===== config.mk =====
export PLATFORM = sky130hd
export DESIGN_NAME = tictactoe_game_fsm_flat
export DESIGN_NICKNAME = d
export VERILOG_FILES = /design/src/rtl/tictactoe_game_fsm_if.sv /design/src/rtl/tictactoe_game_fsm.sv /design/src/flat_wrapper.sv
export SDC_FILE = /design/constraint.sdc
export NUM_CORES = 1
export LEC_CHECK = 0
export ABC_AREA = 1
export CAP_MARGIN = 0
export CORE_ASPECT_RATIO = 2
export CORE_MARGIN = 2
export CORE_UTILIZATION = 55
export CTS_CLUSTER_DIAMETER = 60
export DETAILED_ROUTE_END_ITERATION = 16
export PLACE_DENSITY = 0.91
export SYNTH_ARGS = -nofsm -noshare
export SYNTH_HDL_FRONTEND = slang
export SYNTH_SLANG_ARGS = --single-unit

===== constraint.sdc =====
create_clock -name clk -period 5.3 [get_ports clk]
set_input_delay 1.06 -clock clk [delete_from_list [all_inputs] [get_ports clk]]
set_output_delay 1.06 -clock clk [all_outputs]
set_load 0.01 [all_outputs]

===== src/rtl/tictactoe_game_fsm_if.sv =====
// Button pulses in, board/cursor/status out: the link between the game logic
// and its neighbours (button debouncer upstream, board renderer downstream).
interface tictactoe_game_fsm_if;
  logic        btn_up;
  logic        btn_down;
  logic        btn_left;
  logic        btn_right;
  logic        btn_place;
  logic        new_game;
  logic [1:0]  cursor_row;
  logic [1:0]  cursor_col;
  logic [9:0]  cursor_x;
  logic [9:0]  cursor_y;
  logic [17:0] board;
  logic        turn;
  logic [1:0]  game_state;
  logic [8:0]  win_mask;
  logic [3:0]  move_count;
  logic        bad_move;

  modport master (
    output btn_up, btn_down, btn_left, btn_right, btn_place, new_game,
    input  cursor_row, cursor_col, cursor_x, cursor_y, board, turn,
           game_state, win_mask, move_count, bad_move
  );

  modport slave (
    input  btn_up, btn_down, btn_left, btn_right, btn_place, new_game,
    output cursor_row, cursor_col, cursor_x, cursor_y, board, turn,
           game_state, win_mask, move_count, bad_move
  );
endinterface


===== src/rtl/tictactoe_game_fsm.sv =====
// Tic-tac-toe game logic: cursor, board, turn and win/draw detection, driven by
// debounced one-cycle button pulses on the slow game clock.
module tictactoe_game_fsm #(
  parameter int X_CENTER0 = 300,
  parameter int Y_CENTER0 = 100,
  parameter int PITCH     = 150
) (
  input  logic                clk,
  input  logic                rst,
  tictactoe_game_fsm_if.slave bus
);

  typedef enum logic [2:0] {S_PLAY, S_CHECK, S_XWIN, S_OWIN, S_DRAW} state_e;

  localparam logic [1:0] MARK_NONE = 2'b00;
  localparam logic [1:0] MARK_X    = 2'b01;
  localparam logic [1:0] MARK_O    = 2'b10;
  localparam logic [1:0] GS_PLAY   = 2'b00;
  localparam logic [1:0] GS_XWIN   = 2'b01;
  localparam logic [1:0] GS_OWIN   = 2'b10;
  localparam logic [1:0] GS_DRAW   = 2'b11;

  localparam int LINES [8][3] = '{
    '{0, 1, 2}, '{3, 4, 5}, '{6, 7, 8},
    '{0, 3, 6}, '{1, 4, 7}, '{2, 5, 8},
    '{0, 4, 8}, '{2, 4, 6}
  };

  state_e      state_q;
  logic [1:0]  row_q, col_q;
  logic [17:0] board_q;
  logic        turn_q;
  logic [1:0]  game_state_q;
  logic [8:0]  win_mask_q;
  logic [3:0]  move_count_q;
  logic        bad_move_q;

  logic [4:0]  cell_lsb;
  logic [8:0]  win_mask_d;
  logic [1:0]  win_mark_d;

  function automatic logic [1:0] line_owner(logic [17:0] b, int c0, int c1, int c2);
    logic [1:0] m;
    m = b[2*c0 +: 2];
    return (m != MARK_NONE && m == b[2*c1 +: 2] && m == b[2*c2 +: 2]) ? m : MARK_NONE;
  endfunction

  assign cell_lsb = 5'((3 * int'(row_q) + int'(col_q)) * 2);

  // Every completed line contributes to the mask, so a double win lights both.
  always_comb begin
    logic [1:0] owner;
    owner      = MARK_NONE;
    win_mask_d = '0;
    win_mark_d = MARK_NONE;
    for (int l = 0; l < 8; l++) begin
      owner = line_owner(board_q, LINES[l][0], LINES[l][1], LINES[l][2]);
      if (owner != MARK_NONE) begin
        win_mask_d[LINES[l][0]] = 1'b1;
        win_mask_d[LINES[l][1]] = 1'b1;
        win_mask_d[LINES[l][2]] = 1'b1;
        win_mark_d              = owner;
      end
    end
  end

  // NOTE: all state here is updated with <= so every register samples the
  // pre-edge values of the others, regardless of statement order.
  always_ff @(posedge clk or posedge rst) begin
    if (rst) begin
      state_q      <= S_PLAY;
      row_q        <= 2'd1;
      col_q        <= 2'd1;
      board_q      <= '0;
      turn_q       <= 1'b0;
      game_state_q <= GS_PLAY;
      win_mask_q   <= '0;
      move_count_q <= '0;
      bad_move_q   <= 1'b0;
    end else if (bus.new_game) begin
      state_q      <= S_PLAY;
      row_q        <= 2'd1;
      col_q        <= 2'd1;
      board_q      <= '0;
      turn_q       <= 1'b0;
      game_state_q <= GS_PLAY;
      win_mask_q   <= '0;
      move_count_q <= '0;
      bad_move_q   <= 1'b0;
    end else begin
      bad_move_q <= 1'b0;
      case (state_q)
        S_PLAY: begin
          if (bus.btn_place) begin
            if (board_q[cell_lsb +: 2] == MARK_NONE) begin
              board_q[cell_lsb +: 2] <= turn_q ? MARK_O : MARK_X;
              move_count_q           <= move_count_q + 4'd1;
              state_q                <= S_CHECK;
            end else begin
              bad_move_q <= 1'b1;
            end
          end else if (bus.btn_right) begin
            col_q <= (col_q == 2'd2) ? 2'd0 : col_q + 2'd1;
          end else if (bus.btn_left) begin
            col_q <= (col_q == 2'd0) ? 2'd2 : col_q - 2'd1;
          end else if (bus.btn_up) begin
            row_q <= (row_q == 2'd0) ? 2'd2 : row_q - 2'd1;
          end else if (bus.btn_down) begin
            row_q <= (row_q == 2'd2) ? 2'd0 : row_q + 2'd1;
          end
        end
        S_CHECK: begin
          if (win_mark_d != MARK_NONE) begin
            win_mask_q   <= win_mask_d;
            state_q      <= (win_mark_d == MARK_X) ? S_XWIN : S_OWIN;
            game_state_q <= (win_mark_d == MARK_X) ? GS_XWIN : GS_OWIN;
          end else if (move_count_q == 4'd9) begin
            state_q      <= S_DRAW;
            game_state_q <= GS_DRAW;
          end else begin
            turn_q  <= ~turn_q;
            state_q <= S_PLAY;
          end
        end
        default: ;  // terminal states hold everything until new_game
      endcase
    end
  end

  assign bus.cursor_row = row_q;
  assign bus.cursor_col = col_q;
  assign bus.cursor_x   = 10'(X_CENTER0 + PITCH * int'(col_q));
  assign bus.cursor_y   = 10'(Y_CENTER0 + PITCH * int'(row_q));
  assign bus.board      = board_q;
  assign bus.turn       = turn_q;
  assign bus.game_state = game_state_q;
  assign bus.win_mask   = win_mask_q;
  assign bus.move_count = move_count_q;
  assign bus.bad_move   = bad_move_q;

endmodule


===== src/flat_wrapper.sv =====
// flat-port wrapper written by rule: the top's interface ports become plain ports
module tictactoe_game_fsm_flat 
#(
  parameter int X_CENTER0 = 300,
  parameter int Y_CENTER0 = 100,
  parameter int PITCH     = 150
)
  (clk, rst, bus_btn_up, bus_btn_down, bus_btn_left, bus_btn_right, bus_btn_place, bus_new_game, bus_cursor_row, bus_cursor_col, bus_cursor_x, bus_cursor_y, bus_board, bus_turn, bus_game_state, bus_win_mask, bus_move_count, bus_bad_move);
  tictactoe_game_fsm_if bus_i ();
  input  logic clk;
  input  logic rst;
  input wire logic [$bits(bus_i.btn_up)-1:0] bus_btn_up;
  input wire logic [$bits(bus_i.btn_down)-1:0] bus_btn_down;
  input wire logic [$bits(bus_i.btn_left)-1:0] bus_btn_left;
  input wire logic [$bits(bus_i.btn_right)-1:0] bus_btn_right;
  input wire logic [$bits(bus_i.btn_place)-1:0] bus_btn_place;
  input wire logic [$bits(bus_i.new_game)-1:0] bus_new_game;
  output wire logic [$bits(bus_i.cursor_row)-1:0] bus_cursor_row;
  output wire logic [$bits(bus_i.cursor_col)-1:0] bus_cursor_col;
  output wire logic [$bits(bus_i.cursor_x)-1:0] bus_cursor_x;
  output wire logic [$bits(bus_i.cursor_y)-1:0] bus_cursor_y;
  output wire logic [$bits(bus_i.board)-1:0] bus_board;
  output wire logic [$bits(bus_i.turn)-1:0] bus_turn;
  output wire logic [$bits(bus_i.game_state)-1:0] bus_game_state;
  output wire logic [$bits(bus_i.win_mask)-1:0] bus_win_mask;
  output wire logic [$bits(bus_i.move_count)-1:0] bus_move_count;
  output wire logic [$bits(bus_i.bad_move)-1:0] bus_bad_move;
  assign bus_i.btn_up = bus_btn_up;
  assign bus_i.btn_down = bus_btn_down;
  assign bus_i.btn_left = bus_btn_left;
  assign bus_i.btn_right = bus_btn_right;
  assign bus_i.btn_place = bus_btn_place;
  assign bus_i.new_game = bus_new_game;
  assign bus_cursor_row = bus_i.cursor_row;
  assign bus_cursor_col = bus_i.cursor_col;
  assign bus_cursor_x = bus_i.cursor_x;
  assign bus_cursor_y = bus_i.cursor_y;
  assign bus_board = bus_i.board;
  assign bus_turn = bus_i.turn;
  assign bus_game_state = bus_i.game_state;
  assign bus_win_mask = bus_i.win_mask;
  assign bus_move_count = bus_i.move_count;
  assign bus_bad_move = bus_i.bad_move;
  tictactoe_game_fsm #(.X_CENTER0(X_CENTER0), .Y_CENTER0(Y_CENTER0), .PITCH(PITCH)) u_core (.clk(clk), .rst(rst), .bus(bus_i));
endmodule

==> results.sh, run 1 <==
export IMPL_status="complete, no violations"
export IMPL_antenna_cells=0
export IMPL_worstHoldPathCells=2
export IMPL_grt_max_degree=43
export IMPL_max_slew_margin_pct=46.37
export IMPL_setup_violations=0
export IMPL_max_freq_ghz=0.2647
export IMPL_min_path_type="reg2reg"
export IMPL_synth_top_area_cell="dfrtp_1"
export IMPL_grt_pass1_vias=3435
export IMPL_viasPerCell=6.014
export IMPL_first_pass_iters=6
export IMPL_ys_seq_area_share_pct=32.22
export IMPL_setup_ws_ns=1.523
export IMPL_maxSlewViolCount=0
export IMPL_synth_edff_count=0
export IMPL_cts_max_path_buffers=2
export IMPL_cts_sinks=42
export IMPL_fp_dieH_um=113.0
export IMPL_final_nets=552
export IMPL_netlist_instances=463
export IMPL_r2r_end="u_core.bus.board[8]"
export IMPL_final_layout_size_suffix_gt1_share_pct=7.854
export IMPL_fp_dieW_um=58.52
export IMPL_wl_met1_um=3179
export IMPL_final_cells=583
export IMPL_cp_start_kind="flop"
export IMPL_insertion_delay_ns=0.29
export IMPL_cts_tree="yes"
export IMPL_met2_length_um=4965
export IMPL_antenna_found_initial=0
export IMPL_skew_ns=0.007551
export IMPL_crit_required_ns=5.47
export IMPL_wl_met3_um=582
export IMPL_finalCriticalPeriod_ns=3.777
export IMPL_cp_arrival_ns=3.94
export IMPL_rr_worst_depth=16
export IMPL_synth_cell_area_um2=3269
export IMPL_power_leakage_nw=1.956
export IMPL_gp_congestion=1.009
export IMPL_portBuffers=64
export IMPL_overflow=0
export IMPL_grt_util_all_layers_pct=30.36
export IMPL_path_class="reg2reg"
export IMPL_num_vias=3506
export IMPL_nFillCells=454
export IMPL_wirelength_um=9504
export IMPL_core_area_um2=5709
export IMPL_tightestPinTransition_ns=0.8015
export IMPL_grt_pass1_wl_um=15370
export IMPL_max_vdd_ir_drop_mv=0.7110
export IMPL_synth_top_cell_area_share_pct=30.62
export IMPL_pin_count=67
export IMPL_cp_max_fo=21
export IMPL_syn_area_per_cell_um2=7.061
export IMPL_yosys_top_cells_area="dfrtp_1 (31%), nand2_1 (12%), ha_1 (8.0%), nand3_1 (7.5%), inv_1 (6.5%)"
export IMPL_cts_repair_resized=0
export IMPL_yosys_warnings=0
export IMPL_p_per_area_nw_per_um2=700.5
export IMPL_grt_setup_unrepaired="no"
export IMPL_dpl_hpwl_um=7259
export IMPL_dp_cells=575
export IMPL_hold_end="u_core.bus.win_mask[6]"
export IMPL_stdcell_area_um2=4059
export IMPL_die_area_um2=6614
export IMPL_place_ws_ns=1.587
export IMPL_cts_htree_levels=2
export IMPL_synth_ff_type="dfrtp_1"
export IMPL_start_util_pct=57.26
export IMPL_drtIter0Drc=229
export IMPL_reg2reg_slack_ns=1.52
export IMPL_fin_setup_tns_ns=0
export IMPL_hold_start="u_core.bus.win_mask[6]"
export IMPL_path_clk_slew_ns=0.07
export IMPL_drv_cap=0
export IMPL_wl_per_cell_um=16.30
export IMPL_cts_buffers=5
export IMPL_end_kind="flop"
export IMPL_ys_seq_elements=42
export IMPL_hold_slack_ns=0.4681
export IMPL_netlist_top_cells_count="nand2_1 (107), inv_1 (57), nand3_1 (49)"
export IMPL_cts_hold_buffers=0
export IMPL_cts_root_buffer="clkbuf_16"
export IMPL_fin_crit_sh_pct=71.27
export IMPL_core_rowCount=39
export IMPL_syn2layout_area_growth_pct=24.15
export IMPL_post_cts_buffers=0
export IMPL_ant_nets=0
export IMPL_yosysMostFrequentCell="nand2_1"
export IMPL_ys_types=44
export IMPL_r2r_start="u_core.bus.cursor_row[0]"
export IMPL_place_area_um2=3910
export IMPL_synthArstFlopShare_pct=100.0
export IMPL_final_hold_violation_count=0
export IMPL_drc=0
export IMPL_dr_max_layer_used="met4"
==> stage by stage <==
step | utilization, % | power, mW
CTS | 71.09 | 2.809
finish | 71.09 | 2.843
global route | 71.09 | 3.056
detailed placement | 68.49 | 2.485
floorplan | - | 1.853
global placement | 68.49 | 2.429
==> state kept, by name, summed over array words and instances, names as in the netlist <==
name and cells:
u_core.bus.turn 1, u_core.bus.win_mask 9, u_core.bus.board 18, u_core.bus.bad_move 1, u_core.bus.move_count 4, u_core.state_q 3
u_core.bus.cursor_row 2, u_core.bus.game_state 2, u_core.bus.cursor_col 2
==> routing by layer <==
layer	track usage, %	vias up
met5	0	-
met4	25.89	0
met3	3.771	69
met2	52.43	207
met1	30.58	1598
li1	-	1632
==> critical path: stages, from the launching register on <==
cell	delay [ns]
dfstp_2	0.62
inv_1	0.12
fa_1	0.51
inv_1	0.04
ha_1	0.22
fa_1	0.59
inv_1	0.09
o311ai_0	0.11
nand3_1	0.11
nand3_1	0.08
nand2_1	0.07
nand3_1	0.07
nand2_1	0.11
inv_1	0.45
nand3_1	0.23
nand2_1	0.15
o22ai_1	0.08
==> area by class of cell <==
type / count / area (µm²) / area share (%)
well taps: 61 / 76.32 / 1.880
multi-input cells: 338 / 1869 / 46.05
clock inverters: 3 / 23.77 / 0.5857
inverters: 68 / 255.2 / 6.289
flip-flops and latches: 42 / 1054 / 25.96
clock buffers: 5 / 125.1 / 3.083
repair buffers: 66 / 655.6 / 16.15
==> power breakdown <==
group / switching (mW) / internal, mW
combinational: 1.24 / 0.745
sequential: 0.140 / 0.405
clock: 0.139 / 0.176
==> worst max path at each step <==
stage	start	end	slack (ns)	cells after the start
after detailed placement	u_core.bus.cursor_row[0]	u_core.bus.board[8]	1.59	16
final	u_core.bus.cursor_row[0]	u_core.bus.board[8]	1.52	16
after CTS	u_core.bus.cursor_row[0]	u_core.bus.board[8]	1.59	16
after floorplan	u_core.bus.cursor_row[0]	u_core.bus.board[1]	2.12	15
after global placement	u_core.bus.cursor_row[0]	u_core.bus.board[8]	1.78	16
after global routing	u_core.bus.cursor_row[0]	u_core.bus.board[9]	1.21	16
==> placed cells by master, fill, tap and decap left out, types with 3 or more instances in the layout <==
cell type,count
o21ai_1,4
nor2_1,32
o22ai_1,4
nand2_1,107
inv_2,11
ha_1,21
clkbuf_16,5
nor3_1,18
xor2_1,3
nand3_1,49
dfrtp_1,40
a21oi_1,22
inv_1,57
o31ai_1,6
o21ai_0,26
o31ai_2,3
nand2_4,3
clkdlybuf4s50_1,64
nand4_1,9
nand2_2,4
==> kinds of logic (layout without fill, tap and decap cells) <==
| family | after synthesis | in the layout | synth area share [%] |
|---|---|---|---|
| xor+xnor | 5 | 5 | 1.340 |
| fa+ha+maj | 23 | 23 | 9.261 |
| buf+inv | 84 | 142 | 10.72 |
| simple gates | 231 | 231 | 32.19 |
| compound gates | 77 | 77 | 14.16 |
| flops | 42 | 42 | 32.22 |
| other cells | 1 | 2 | 0.1147 |
Power figures use the tool's default switching activity.
==> inputs of run 2 (changes only) <==
Settings changed: CORE_UTILIZATION 55 to 52, PLACE_DENSITY 0.91 to 0.87.
Clock period 5.3 ns to 3.8 ns, I/O delays scaled along.
==> run 2 against run 1 <==
- sequential power rose by 37%
- register-to-register slack got worse by 1.1 ns
- worst setup slack got worse by 1.1 ns
- critical path depth did not move
- combinational power rose by 44%
- routed wire length rose by 1.9%
- via count fell by 2.3%
- global-route usage fell by 1.4 points
- flip-flop and latch count did not move
- largest power group unchanged
- highest routed layer unchanged
==> results.sh, run 2 (same netlist as run 1, synthesis figures left out) <==
export IMPL_tightestPinTransition_ns=0.8073
export IMPL_skew_ns=0.007724
export IMPL_num_vias=3426
export IMPL_max_slew_margin_pct=45.61
export IMPL_nFillCells=505
export IMPL_antenna_found_initial=0
export IMPL_worstHoldPathCells=2
export IMPL_drc=0
export IMPL_cts_repair_resized=0
export IMPL_path_depth=16
export IMPL_insertion_delay_ns=0.29
export IMPL_max_freq_ghz=0.2925
export IMPL_cp_arrival_ns=3.62
export IMPL_crit_chain="inv_1 -> fa_1 -> inv_1 -> ha_1 -> fa_1 -> inv_1 -> o311ai_0 -> nand3_1 -> nand3_1 -> nand2_1 -> nand3_1 -> nand2_2 -> clkinvlp_4 -> a21oi_1 -> nand2_1 -> o31ai_1"
export IMPL_crit_slowest_cell="fa_1"
export IMPL_cts_hold_buffers=0
export IMPL_cts_sinks=42
export IMPL_cp_start_kind="flop"
export IMPL_crit_required_ns=4.00
export IMPL_fp_dieW_um=60.07
export IMPL_p_per_area_nw_per_um2=978.9
export IMPL_place_area_um2=3961
export IMPL_first_pass_iters=5
export IMPL_setup_ws_ns=0.3812
export IMPL_stdcell_area_um2=4129
export IMPL_maxSlewViolCount=0
export IMPL_multiInputGateArea_um2=1872
export IMPL_final_hold_violation_count=0
export IMPL_layout_area_seq_um2=1054
export IMPL_end_kind="flop"
export IMPL_final_nets=557
export IMPL_drv_cap=0
export IMPL_core_rowCount=40
export IMPL_die_area_um2=6976
export IMPL_path_class="reg2reg"
export IMPL_power_leakage_nw=1.969
export IMPL_cp_num_buf_inv=4
export IMPL_dpl_hpwl_um=7478
export IMPL_grt_util_all_layers_pct=28.93
export IMPL_grt_max_degree=43
export IMPL_path_clk_slew_ns=0.07
export IMPL_wirelength_um=9683
export IMPL_fin_setup_tns_ns=0
export IMPL_fin_crit_sh_pct=89.97
export IMPL_grt_pass1_wl_um=15280
export IMPL_min_path_type="reg2reg"
export IMPL_crit_family="adder cells"
export IMPL_overflow=0
export IMPL_cp_max_fo=7
export IMPL_cts_htree_levels=2
export IMPL_cts_buffers=5
export IMPL_pin_count=67
export IMPL_core_area_um2=6056
export IMPL_max_stage_delay_ns=0.54
export IMPL_antenna_cells=0
export IMPL_drtIter0Drc=189
export IMPL_max_vdd_ir_drop_mv=0.7658
export IMPL_cts_tree="yes"
export IMPL_portBuffers=64
export IMPL_final_layout_size_suffix_gt1_share_pct=9.108
export IMPL_place_ws_ns=0.2051
export IMPL_wl_per_cell_um=15.85
export IMPL_final_common_cell="nand2_1"
export IMPL_cts_max_path_buffers=2
export IMPL_grt_setup_unrepaired="no"
export IMPL_rr_worst_depth=16
export IMPL_finalCriticalPeriod_ns=3.419
export IMPL_grt_pass1_vias=3312
export IMPL_status="complete, no violations"
export IMPL_post_cts_buffers=0
export IMPL_setup_violations=0
export IMPL_cts_root_buffer="clkbuf_16"
export IMPL_hold_slack_ns=0.4764
export IMPL_viasPerCell=5.607
export IMPL_syn2layout_area_growth_pct=26.29
export IMPL_gp_congestion=1.052
export IMPL_fp_dieH_um=116.1
export IMPL_start_util_pct=53.99
export IMPL_largest_reg_flops=18
export IMPL_ant_nets=0
export IMPL_layout_common_cells="nand2_1 (106), clkdlybuf4s50_1 (64), inv_1 (56)"
-- run 2: where the power goes --
| part | leakage (nW) | switching, mW | total (mW) | internal (mW) |
|---|---|---|---|---|
| registers | 0.562 | 0.182 | 0.746 | 0.564 |
| clock network | 0.0698 | 0.190 | 0.433 | 0.243 |
| logic | 1.34 | 1.79 | 2.86 | 1.07 |
| total | 1.97 | 2.16 | 4.04 | 1.88 |
-- run 2: per-stage QoR --
step / total power, mW / cells / util [%]
2_1_floorplan: 2.584 / 464 / -
3_3_place_gp: 3.455 / 601 / 65.41
3_5_place_dp: 3.495 / 601 / 65.41
4_1_cts: 3.943 / 609 / 67.83
5_1_grt: 4.377 / 611 / 68.18
6_report: 4.042 / 611 / 68.18
-- run 2: worst register-to-register path, stage by stage, from the launching register on --
cell        delay (ns)
dfrtp_1           0.48
inv_1             0.13
fa_1              0.54
inv_1             0.04
ha_1              0.20
fa_1              0.52
inv_1             0.11
o311ai_0          0.15
nand3_1           0.10
nand3_1           0.07
nand2_1           0.08
nand3_1           0.08
nand2_2           0.21
clkinvlp_4        0.24
a21oi_1           0.23
nand2_1           0.08
o31ai_1           0.08
-- run 2: cell type report --
cell class                 count  area share (%)
clock buffer                   5           3.030
clock inverter                 3          0.5152
inverter                      68           6.273
multi-input combinational    338           45.33
sequential                    42           25.52
tap                           84           2.545
timing repair buffer          69           16.42
timing repair inverter         2          0.3636
-- run 2: final timing paths --
| check | to | start | slack, ns |
|---|---|---|---|
| setup / recovery | u_core.bus.board[1] | u_core.bus.cursor_col[1] | 0.38 |
| hold / removal | u_core.bus.win_mask[6] | u_core.bus.win_mask[6] | 0.48 |
| setup reg to reg | u_core.bus.board[1] | u_core.bus.cursor_col[1] | 0.38 |
| hold reg to reg | u_core.bus.win_mask[6] | u_core.bus.win_mask[6] | 0.48 |
| max in group asynchronous | u_core.bus.cursor_row[0] | rst | 2.50 |
| min in group asynchronous | u_core.bus.win_mask[2] | rst | 0.91 |
-- run 2: metal layers --
metal	track usage, %	up-vias	wire length, µm
li1	-	1642	-
met3	2.990	49	421
met5	0	-	0
met2	52.10	150	5168
met4	19.41	0	729
met1	30.01	1585	3363
